### src/rtl/learn_sweep_pkg.sv
// Shared types and widths for the learn-mode frequency sweep sequencer.
package learn_sweep_pkg;

  localparam int unsigned ADC_W     = 10;
  localparam int unsigned FREQ_W    = 16;
  localparam int unsigned ADDR_W    = 8;
  // Lets the frequency controller's two-stage synchroniser see learn_en rise
  localparam int unsigned ENTER_CYC = 4;

  typedef enum logic [2:0] {
    StIdle,
    StEnter,
    StSettle,
    StMeasure,
    StWrite,
    StStep,
    StExit
  } state_e;

endpackage

### src/rtl/p2p_detect.sv
// Peak-to-peak tracker over a window of valid ADC samples; flags the last sample of the window.
module p2p_detect
  import learn_sweep_pkg::*;
#(
  parameter int unsigned Samples = 4096
) (
  input  logic             i_clk,
  input  logic             i_rst,
  input  logic             i_clear,
  input  logic             i_valid,
  input  logic [ADC_W-1:0] i_data,
  output logic [ADC_W-1:0] o_p2p,
  output logic             o_reached
);

  localparam int unsigned     CntW    = $clog2(Samples + 1);
  localparam logic [CntW-1:0] LastCnt = CntW'(Samples - 1);

  logic [ADC_W-1:0] r_max;
  logic [ADC_W-1:0] r_min;
  logic [CntW-1:0]  r_count;

  always_ff @(posedge i_clk) begin
    if (i_rst) begin
      r_max   <= '0;
      r_min   <= '0;
      r_count <= '0;
    end else if (i_clear) begin
      r_max   <= '0;
      r_min   <= '1;
      r_count <= '0;
    end else if (i_valid) begin
      if (i_data > r_max) r_max <= i_data;
      if (i_data < r_min) r_min <= i_data;
      r_count <= r_count + 1'b1;
    end
  end

  assign o_p2p     = r_max - r_min;
  // Asserted together with the final sample so the caller leaves on the same edge
  assign o_reached = i_valid && (r_count == LastCnt);

endmodule

### src/rtl/learn_sweep.sv
// Steps the frequency controller through NUM_POINTS points and records the ADC peak-to-peak
// amplitude measured at each point.
module learn_sweep
  import learn_sweep_pkg::*;
#(
  parameter int unsigned SETTLE_CYC   = 1024,
  parameter int unsigned MEAS_SAMPLES = 4096,
  parameter int unsigned NUM_POINTS   = 100,
  parameter int unsigned PULSE_LEN    = 4
) (
  input  logic              clk_50m,
  input  logic              rst,
  input  logic              start,
  input  logic              abort,
  input  logic [ADC_W-1:0]  adc_data,
  input  logic              adc_valid,
  input  logic [FREQ_W-1:0] freq,
  output logic              learn_en,
  output logic              next_freq,
  output logic              busy,
  output logic              done,
  output logic              wr_en,
  output logic [ADDR_W-1:0] wr_addr,
  output logic [ADC_W-1:0]  wr_amp,
  output logic [FREQ_W-1:0] wr_freq
);

  // One counter serves ENTER, SETTLE and STEP, so size it for the longest
  localparam int unsigned CntMax0 = (SETTLE_CYC > PULSE_LEN) ? SETTLE_CYC : PULSE_LEN;
  localparam int unsigned CntMax  = (CntMax0 > ENTER_CYC) ? CntMax0 : ENTER_CYC;
  localparam int unsigned CntW    = $clog2(CntMax);

  localparam logic [CntW-1:0]   EnterLast  = CntW'(ENTER_CYC - 1);
  localparam logic [CntW-1:0]   SettleLast = CntW'(SETTLE_CYC - 1);
  localparam logic [CntW-1:0]   PulseLast  = CntW'(PULSE_LEN - 1);
  localparam logic [ADDR_W-1:0] LastIdx    = ADDR_W'(NUM_POINTS - 1);

  state_e              r_state, w_state_d;
  logic [CntW-1:0]     r_cnt, w_cnt_d;
  logic [ADDR_W-1:0]   r_index, w_index_d;
  logic [ADC_W-1:0]    w_p2p;
  logic                w_reached;
  logic                w_wr_fire;

  logic                r_learn_en, r_next_freq, r_busy, r_done, r_wr_en;
  logic [ADDR_W-1:0]   r_wr_addr;
  logic [ADC_W-1:0]    r_wr_amp;
  logic [FREQ_W-1:0]   r_wr_freq;

  p2p_detect #(
    .Samples (MEAS_SAMPLES)
  ) u_p2p (
    .i_clk     (clk_50m),
    .i_rst     (rst),
    .i_clear   (r_state == StSettle),
    .i_valid   (adc_valid && (r_state == StMeasure)),
    .i_data    (adc_data),
    .o_p2p     (w_p2p),
    .o_reached (w_reached)
  );

  always_comb begin
    w_state_d = r_state;
    w_cnt_d   = r_cnt;
    w_index_d = r_index;
    unique case (r_state)
      StIdle: begin
        if (start) begin
          w_state_d = StEnter;
          w_cnt_d   = '0;
          w_index_d = '0;
        end
      end
      StEnter: begin
        if (r_cnt == EnterLast) begin
          w_state_d = StSettle;
          w_cnt_d   = '0;
        end else begin
          w_cnt_d = r_cnt + 1'b1;
        end
      end
      StSettle: begin
        if (r_cnt == SettleLast) begin
          w_state_d = StMeasure;
          w_cnt_d   = '0;
        end else begin
          w_cnt_d = r_cnt + 1'b1;
        end
      end
      StMeasure: begin
        if (w_reached) w_state_d = StWrite;
      end
      StWrite: begin
        if (r_index == LastIdx) begin
          w_state_d = StExit;
        end else begin
          w_state_d = StStep;
          w_index_d = r_index + 1'b1;
          w_cnt_d   = '0;
        end
      end
      StStep: begin
        if (r_cnt == PulseLast) begin
          w_state_d = StSettle;
          w_cnt_d   = '0;
        end else begin
          w_cnt_d = r_cnt + 1'b1;
        end
      end
      StExit:  w_state_d = StIdle;
      default: w_state_d = StIdle;
    endcase
    // IDLE ignores abort so a simultaneous start wins; EXIT is already leaving
    if (abort && (r_state != StIdle) && (r_state != StExit)) begin
      w_state_d = StExit;
      w_cnt_d   = '0;
    end
  end

  assign w_wr_fire = (r_state == StWrite) && !abort;

  always_ff @(posedge clk_50m) begin
    if (rst) begin
      r_state     <= StIdle;
      r_cnt       <= '0;
      r_index     <= '0;
      r_learn_en  <= 1'b0;
      r_next_freq <= 1'b0;
      r_busy      <= 1'b0;
      r_done      <= 1'b0;
      r_wr_en     <= 1'b0;
      r_wr_addr   <= '0;
      r_wr_amp    <= '0;
      r_wr_freq   <= '0;
    end else begin
      r_state     <= w_state_d;
      r_cnt       <= w_cnt_d;
      r_index     <= w_index_d;
      r_learn_en  <= (w_state_d != StIdle) && (w_state_d != StExit);
      r_next_freq <= (w_state_d == StStep);
      r_busy      <= (w_state_d != StIdle);
      r_done      <= (w_state_d == StExit);
      r_wr_en     <= w_wr_fire;
      if (w_wr_fire) begin
        r_wr_addr <= r_index;
        r_wr_amp  <= w_p2p;
        r_wr_freq <= freq;
      end
    end
  end

  assign learn_en  = r_learn_en;
  assign next_freq = r_next_freq;
  assign busy      = r_busy;
  assign done      = r_done;
  assign wr_en     = r_wr_en;
  assign wr_addr   = r_wr_addr;
  assign wr_amp    = r_wr_amp;
  assign wr_freq   = r_wr_freq;

endmodule
### config.mk
export PLATFORM = sky130hd
export DESIGN_NAME = learn_sweep
export DESIGN_NICKNAME = d
export VERILOG_FILES = /design/src/rtl/learn_sweep_pkg.sv /design/src/rtl/p2p_detect.sv /design/src/rtl/learn_sweep.sv
export SDC_FILE = /design/constraint.sdc
export NUM_CORES = 1
export LEC_CHECK = 0
export BUFFER_PORTS_ARGS = -buffer_cell sky130_fd_sc_hd__buf_2
export CORE_MARGIN = 5
export CORE_UTILIZATION = 38
export CTS_CLUSTER_SIZE = 25
export DETAILED_ROUTE_END_ITERATION = 12
export HOLD_SLACK_MARGIN = 0.08
export PLACE_DENSITY = 0.56
export SLEW_MARGIN = 20
export SYNTH_ARGS = -nofsm -noshare
export SYNTH_HDL_FRONTEND = slang
export SYNTH_SLANG_ARGS = --single-unit
### constraint.sdc
create_clock -name clk_50m -period 2.7 [get_ports clk_50m]
set_clock_uncertainty 0.1 [all_clocks]
set_input_delay 0.405 -clock clk_50m [delete_from_list [all_inputs] [get_ports clk_50m]]
set_output_delay 0.405 -clock clk_50m [all_outputs]
set_load 0.005 [all_outputs]
* Word level (Yosys, flattened, before mapping)
Index checks and enable logic that the tools add are counted.
** Storage, ports and cells
- Register bits after elaboration :: 93
- Bits in latches :: 0
- Bits in writable memories :: 0
- ROM bits :: 0
- Bits of input ports :: 31
- Output and inout bits :: 39
- Memories :: 0
** Operators by class
- Add/subtract/negate cells :: 4
- Multiply operators :: 0
- Div/mod/pow operators :: 0
- Order comparisons :: 2
- Equal/unequal tests :: 15
- Shifts and indexed selects :: 0
- Mux-type cells :: 18
- Bitwise logic cells :: 0
- Reductions and logical operators :: 21
** Operators by type and width (number)
- $mux W10 :: 7
- $pmux W10 S4 :: 1
- $mux W8 :: 2
- $pmux W8 S2 :: 1
- $mux W3 :: 5
- $pmux W3 S5 :: 1
- $add A13 B1 Y13 const B :: 1
- $eq A13 B12 Y1 const B :: 1
- $eq A3 B3 Y1 const B :: 4
- $add A10 B1 Y10 const B :: 1
- $eq A10 B10 Y1 const B :: 1
- $eq A10 B2 Y1 const B :: 1
- $gt A10 B10 Y1 :: 1
- $lt A10 B10 Y1 :: 1
- $sub A10 B10 Y10 :: 1
- $add A8 B1 Y8 const B :: 1
- $eq A8 B7 Y1 const B :: 1
- $eq A3 B2 Y1 const B :: 2
- $logic_and A1 B1 Y1 :: 6
- $ne A3 B3 Y1 const B :: 2
- $reduce_and A3 Y1 :: 2
- $reduce_bool A2 Y1 :: 3
- $reduce_bool A3 Y1 :: 2
- $reduce_or A2 Y1 :: 3
- 7 further kinds :: 9

* Logic depth before layout (Yosys ltp)
- Word-level depth :: 8
- Depth in mapped cells :: 8
- Gate-level depth less buffers :: 8

* By module
From an unflattened synthesis, not the netlist that was laid out.
** Second synthesis, totals
- Cells, all modules :: 580
- Area, all modules :: 4798.4 µm²
** By module, submodules not included
- learn_sweep :: times used 1, cells an instance 305, area each 2502.4 µm², seq. area each 1201.2 µm²
- p2p_detect :: times used 1, cells an instance 275, area each 2296.0 µm², seq. area each 660.6 µm²

* Worst setup path after synthesis
Ideal clock, no wire load.
- Path type :: input-to-reg
- Start :: input adc_data[3]
- End :: register u_p2p.r_max[0]
- Arrival :: 1.901 ns
- Path slack :: 0.627 ns
- Stages on the path :: 7
- Cell sequence :: ha_1 a21o_1 a21oi_1 o221a_2 a2111oi_0 buf_2 mux2i_1
** On the way
- Cells in the longest elaborated chain, start to end :: 2
** Ends and longest elaborated chain
- start: declaration :: line learn_sweep.sv:15 : input logic [ADC_W-1:0] adc_data,
- $gt A10 B10 Y1 :: line p2p_detect.sv:33 : if (i_data > r_max) r_max <= i_data;
- $reduce_and A2 Y1 (no line)
- end signal: assignment :: line p2p_detect.sv:33
- end: declaration :: line p2p_detect.sv:19 : logic [ADC_W-1:0] r_max;
Every way passes these cells.
A chain may end at the register's enable or synchronous reset.

* Final worst setup path
- Start :: register r_state[2]
- End :: register u_p2p.r_min[7]
** On the way
- Cells in the longest elaborated chain, start to end :: 4
- Elaborated cells between the ends (all ways) :: 7
** Ends and longest elaborated chain
- start: declaration :: line learn_sweep.sv:38 : state_e r_state, w_state_d;
- start signal: assignment :: line learn_sweep.sv:124 : r_state <= StIdle;
- start signal: assignment :: line learn_sweep.sv:136 : r_state <= w_state_d;
- $eq A3 B2 Y1 :: line learn_sweep.sv:56 : .i_valid (adc_valid && (r_state == StMeasure)),
- $logic_and A1 B1 Y1 :: line learn_sweep.sv:56
- $reduce_bool A2 Y1 (no line)
- $reduce_and A2 Y1 (no line)
- end signal: assignment :: line p2p_detect.sv:34 : if (i_data < r_min) r_min <= i_data;
- end: declaration :: line p2p_detect.sv:20 : logic [ADC_W-1:0] r_min;
Parallel ways exist; a longest one is shown, timed or not.

==> out/results.ini <==
[status]
status=completed

[synth]
syn_nets=630
async_flop_share_pct=0
synth_top_area_share_pct=38.72
synthFlopType=dfxtp_1
syn_area_um2=4808
yosysWarnings=0
synth-edff-count=0
ys_top_cells_by_count=dfxtp_1 (93), nand2_1 (89), a21oi_1 (47)
ys_types=67
yosysSeqAreaShare_pct=38.72
synth_cells=567
avgSynthCellArea_um2=8.480
ys_seq_elements=93
synth_area_leaders=dfxtp_1 (39%), ha_1 (8.1%), nand2_1 (6.9%), a21oi_1 (4.9%), nor2_1 (2.9%)
synth_most_common_cell=dfxtp_1
yosysTopAreaCell=dfxtp_1

[floorplanning]
die_y_um=122.5
core_um2=12520
die-area_um2=15000
fp.dieW_um=122.5
placementRows=41
io_pins=70
start_util_pct=38.41

[cts]
tritoncts=done
clockRootBuffer=clkbuf_16
path_clk_slew_ps=70
cts_resized=0
post_cts_buffers=0
ctsHoldBuffers=0
cts_buffers=9
htreeDepth=3
cts_buffer_depth=2
cts.sinks=93
insertion_delay_ps=350

[timing]
slew_violations=0
rsz0062_at_grt=false
worst_slew_pin_slew_ps=484.6
fin_crit_ps=2283
relSlewSlack_pct=67.65
fmax_ghz=0.4380
finalSetupTns_ps=0
post-route-period-util_pct=84.56
setup_viol=0
finalHoldViolCount=0

[finish]
final_util_pct=45.18
antenna_cells=0
fin_nets=699
regArea_um2=1862
multiInputGateArea_um2=2731
area_growth_pct=17.62
post_route_cells_drive_above_1_share_pct=18.75
final.fill_count=1288

[drt]
drt_iter0_drc=246
drc=0
via_count=4284
drt-met1-wl_mm=5.744
wl_met3_um=458
viasPerCell=5.276
first_pass_iters=4
finalWirelength_mm=12.16
wl_met2_mm=5.703
top_layer_used=met4
ant_nets=0
routedWlPerCell_um=14.97

[global_route]
grt_pass1_vias=4087
track_usage_pct=16.73
grt_max_degree=34
antenna_found_initial=0
grt-ovfl-total=0
grt_pass1_wl_mm=20.00

[critical_path]
reg2reg_from=r_state[2]
path_class=register to register
cpPeakStageDelay_ps=470
required_ps=2860
reg2regPathDepth=5
cp.arrival_ps=2440
worstSetupEndpointType=register
r2r_end=u_p2p.r_min[7]
ff2ff_setup_slack_ps=420
cp_max_fo=13
crit_slowest_cell=or3_1
start_kind=register
crit_chain=and2b_2 > nand3_1 > or3_1 > a21o_1 > a311oi_1

[pwr]
p_sw_share_pct=31.70
seqPwrFrac_pct=41.8
clkPwrFrac_pct=33.1
p_int_mw=2.483
p_switching_mw=1.152
irDropWorstVdd_uv=269.2
leakagePower_nw=2.153
powerDensity_nw_per_um2=642.8
p_comb_share_pct=25.1

[placement]
portBuffers=69
dp_hpwl_mm=9.096
place.gp.congestion=0.8295

[worst_hold_path]
whs_path_depth=3
min_to=wr_freq[1]
min-delay-start=freq[1]
hold_path.class=primary input to register

[job]
max_cap_viol_count=0

-- per-stage QoR --
stage          total power, mW  hold WS (ps)  instances  cell area [um^2]  setup slack, ps
2_1_floorplan            2.180         348.0        567              4808            626.9
5_1_grt                  3.839         186.9        812              5655            247.1
4_1_cts                  3.663         179.2        812              5655            431.1
6_report                 3.635         186.1        812              5655            416.8
3_5_place_dp             2.460         343.9        797              5379            333.3
3_3_place_gp             2.431         339.5        797              5379            408.7
-- how the worst max path moves through the flow --
stage	start	end	slack, ps	cells after the start
floorplan	adc_data[3]	u_p2p.r_max[0]	630	7
global placement	adc_data[7]	u_p2p.r_min[2]	410	7
detailed placement	adc_data[7]	u_p2p.r_min[9]	330	7
CTS	r_state[2]	u_p2p.r_min[7]	430	5
global route	r_state[2]	r_cnt[9]	250	6
finish	r_state[2]	u_p2p.r_min[7]	420	5
-- registers in the layout, indices dropped and copies added (netlist names) --
register	cells
busy	1
done	1
learn_en	1
next_freq	1
r_cnt	10
r_index	8
r_state	3
u_p2p.r_count	13
u_p2p.r_max	10
u_p2p.r_min	10
wr_addr	8
wr_amp	10
wr_en	1
wr_freq	16
-- power by group through the flow --
| stage | clock network (mW) | logic (mW) | registers [mW] |
|---|---|---|---|
| 2_1_floorplan | 0 | 0.650 | 1.53 |
| 3_3_place_gp | 0 | 0.883 | 1.55 |
| 3_5_place_dp | 0 | 0.909 | 1.55 |
| 4_1_cts | 1.23 | 0.915 | 1.52 |
| 5_1_grt | 1.29 | 1.02 | 1.53 |
| 6_report | 1.20 | 0.914 | 1.52 |
-- final cells by class --
class	instances	share of cell area, %
sequential	93	32.92
tap	172	3.805
multi-input combinational	419	48.30
clock inverter	5	0.6637
timing repair buffer	85	8.230
inverter	28	1.858
clock buffer	10	4.226
-- kinds of logic (layout without fill, tap and decap cells) --
kind of cell	Yosys count	after routing	share of synthesized area (%)
DFF	93	93	38.72
and+or+nand+nor	218	218	22.64
AOI/OAI and AO/OA	138	138	19.54
xor gates and xnor gates	19	19	3.461
muxes	12	12	2.498
adders and majority gates	32	32	8.483
buffers and inverters	55	128	4.658
-- cell usage in the layout, fill, tap and decap left out, types with 11 or more instances in the layout --
| cell | synthesis | layout |
|---|---|---|
| buf_4 | 1 | 16 |
| inv_1 | 27 | 27 |
| a21oi_1 | 47 | 47 |
| nand2_1 | 89 | 89 |
| nor2_1 | 37 | 36 |
| o21ai_0 | 14 | 14 |
| buf_2 | 5 | 69 |
| or3_1 | 13 | 13 |
| dfxtp_1 | 93 | 93 |
| mux2i_1 | 12 | 12 |
| a211oi_1 | 17 | 17 |
| xor2_1 | 15 | 15 |
| nand3_1 | 18 | 18 |
| ha_1 | 31 | 31 |
| o21a_1 | 11 | 11 |
-- critical path, delay by kind of cell (launching register included) --
kind	cells	cell delay, ps
AND/OR/NAND/NOR	3	990
flip-flops	1	460
AO/OA/AOI/OAI	2	630
-- layer usage --
layer / vias up / global-route usage (%)
met4: 0 / 7.348
met1: 2028 / 22.44
met5: - / 0
met2: 74 / 26.55
met3: 18 / 2.719
li1: 2164 / -
No activity file was read; power rests on OpenSTA's default activity.
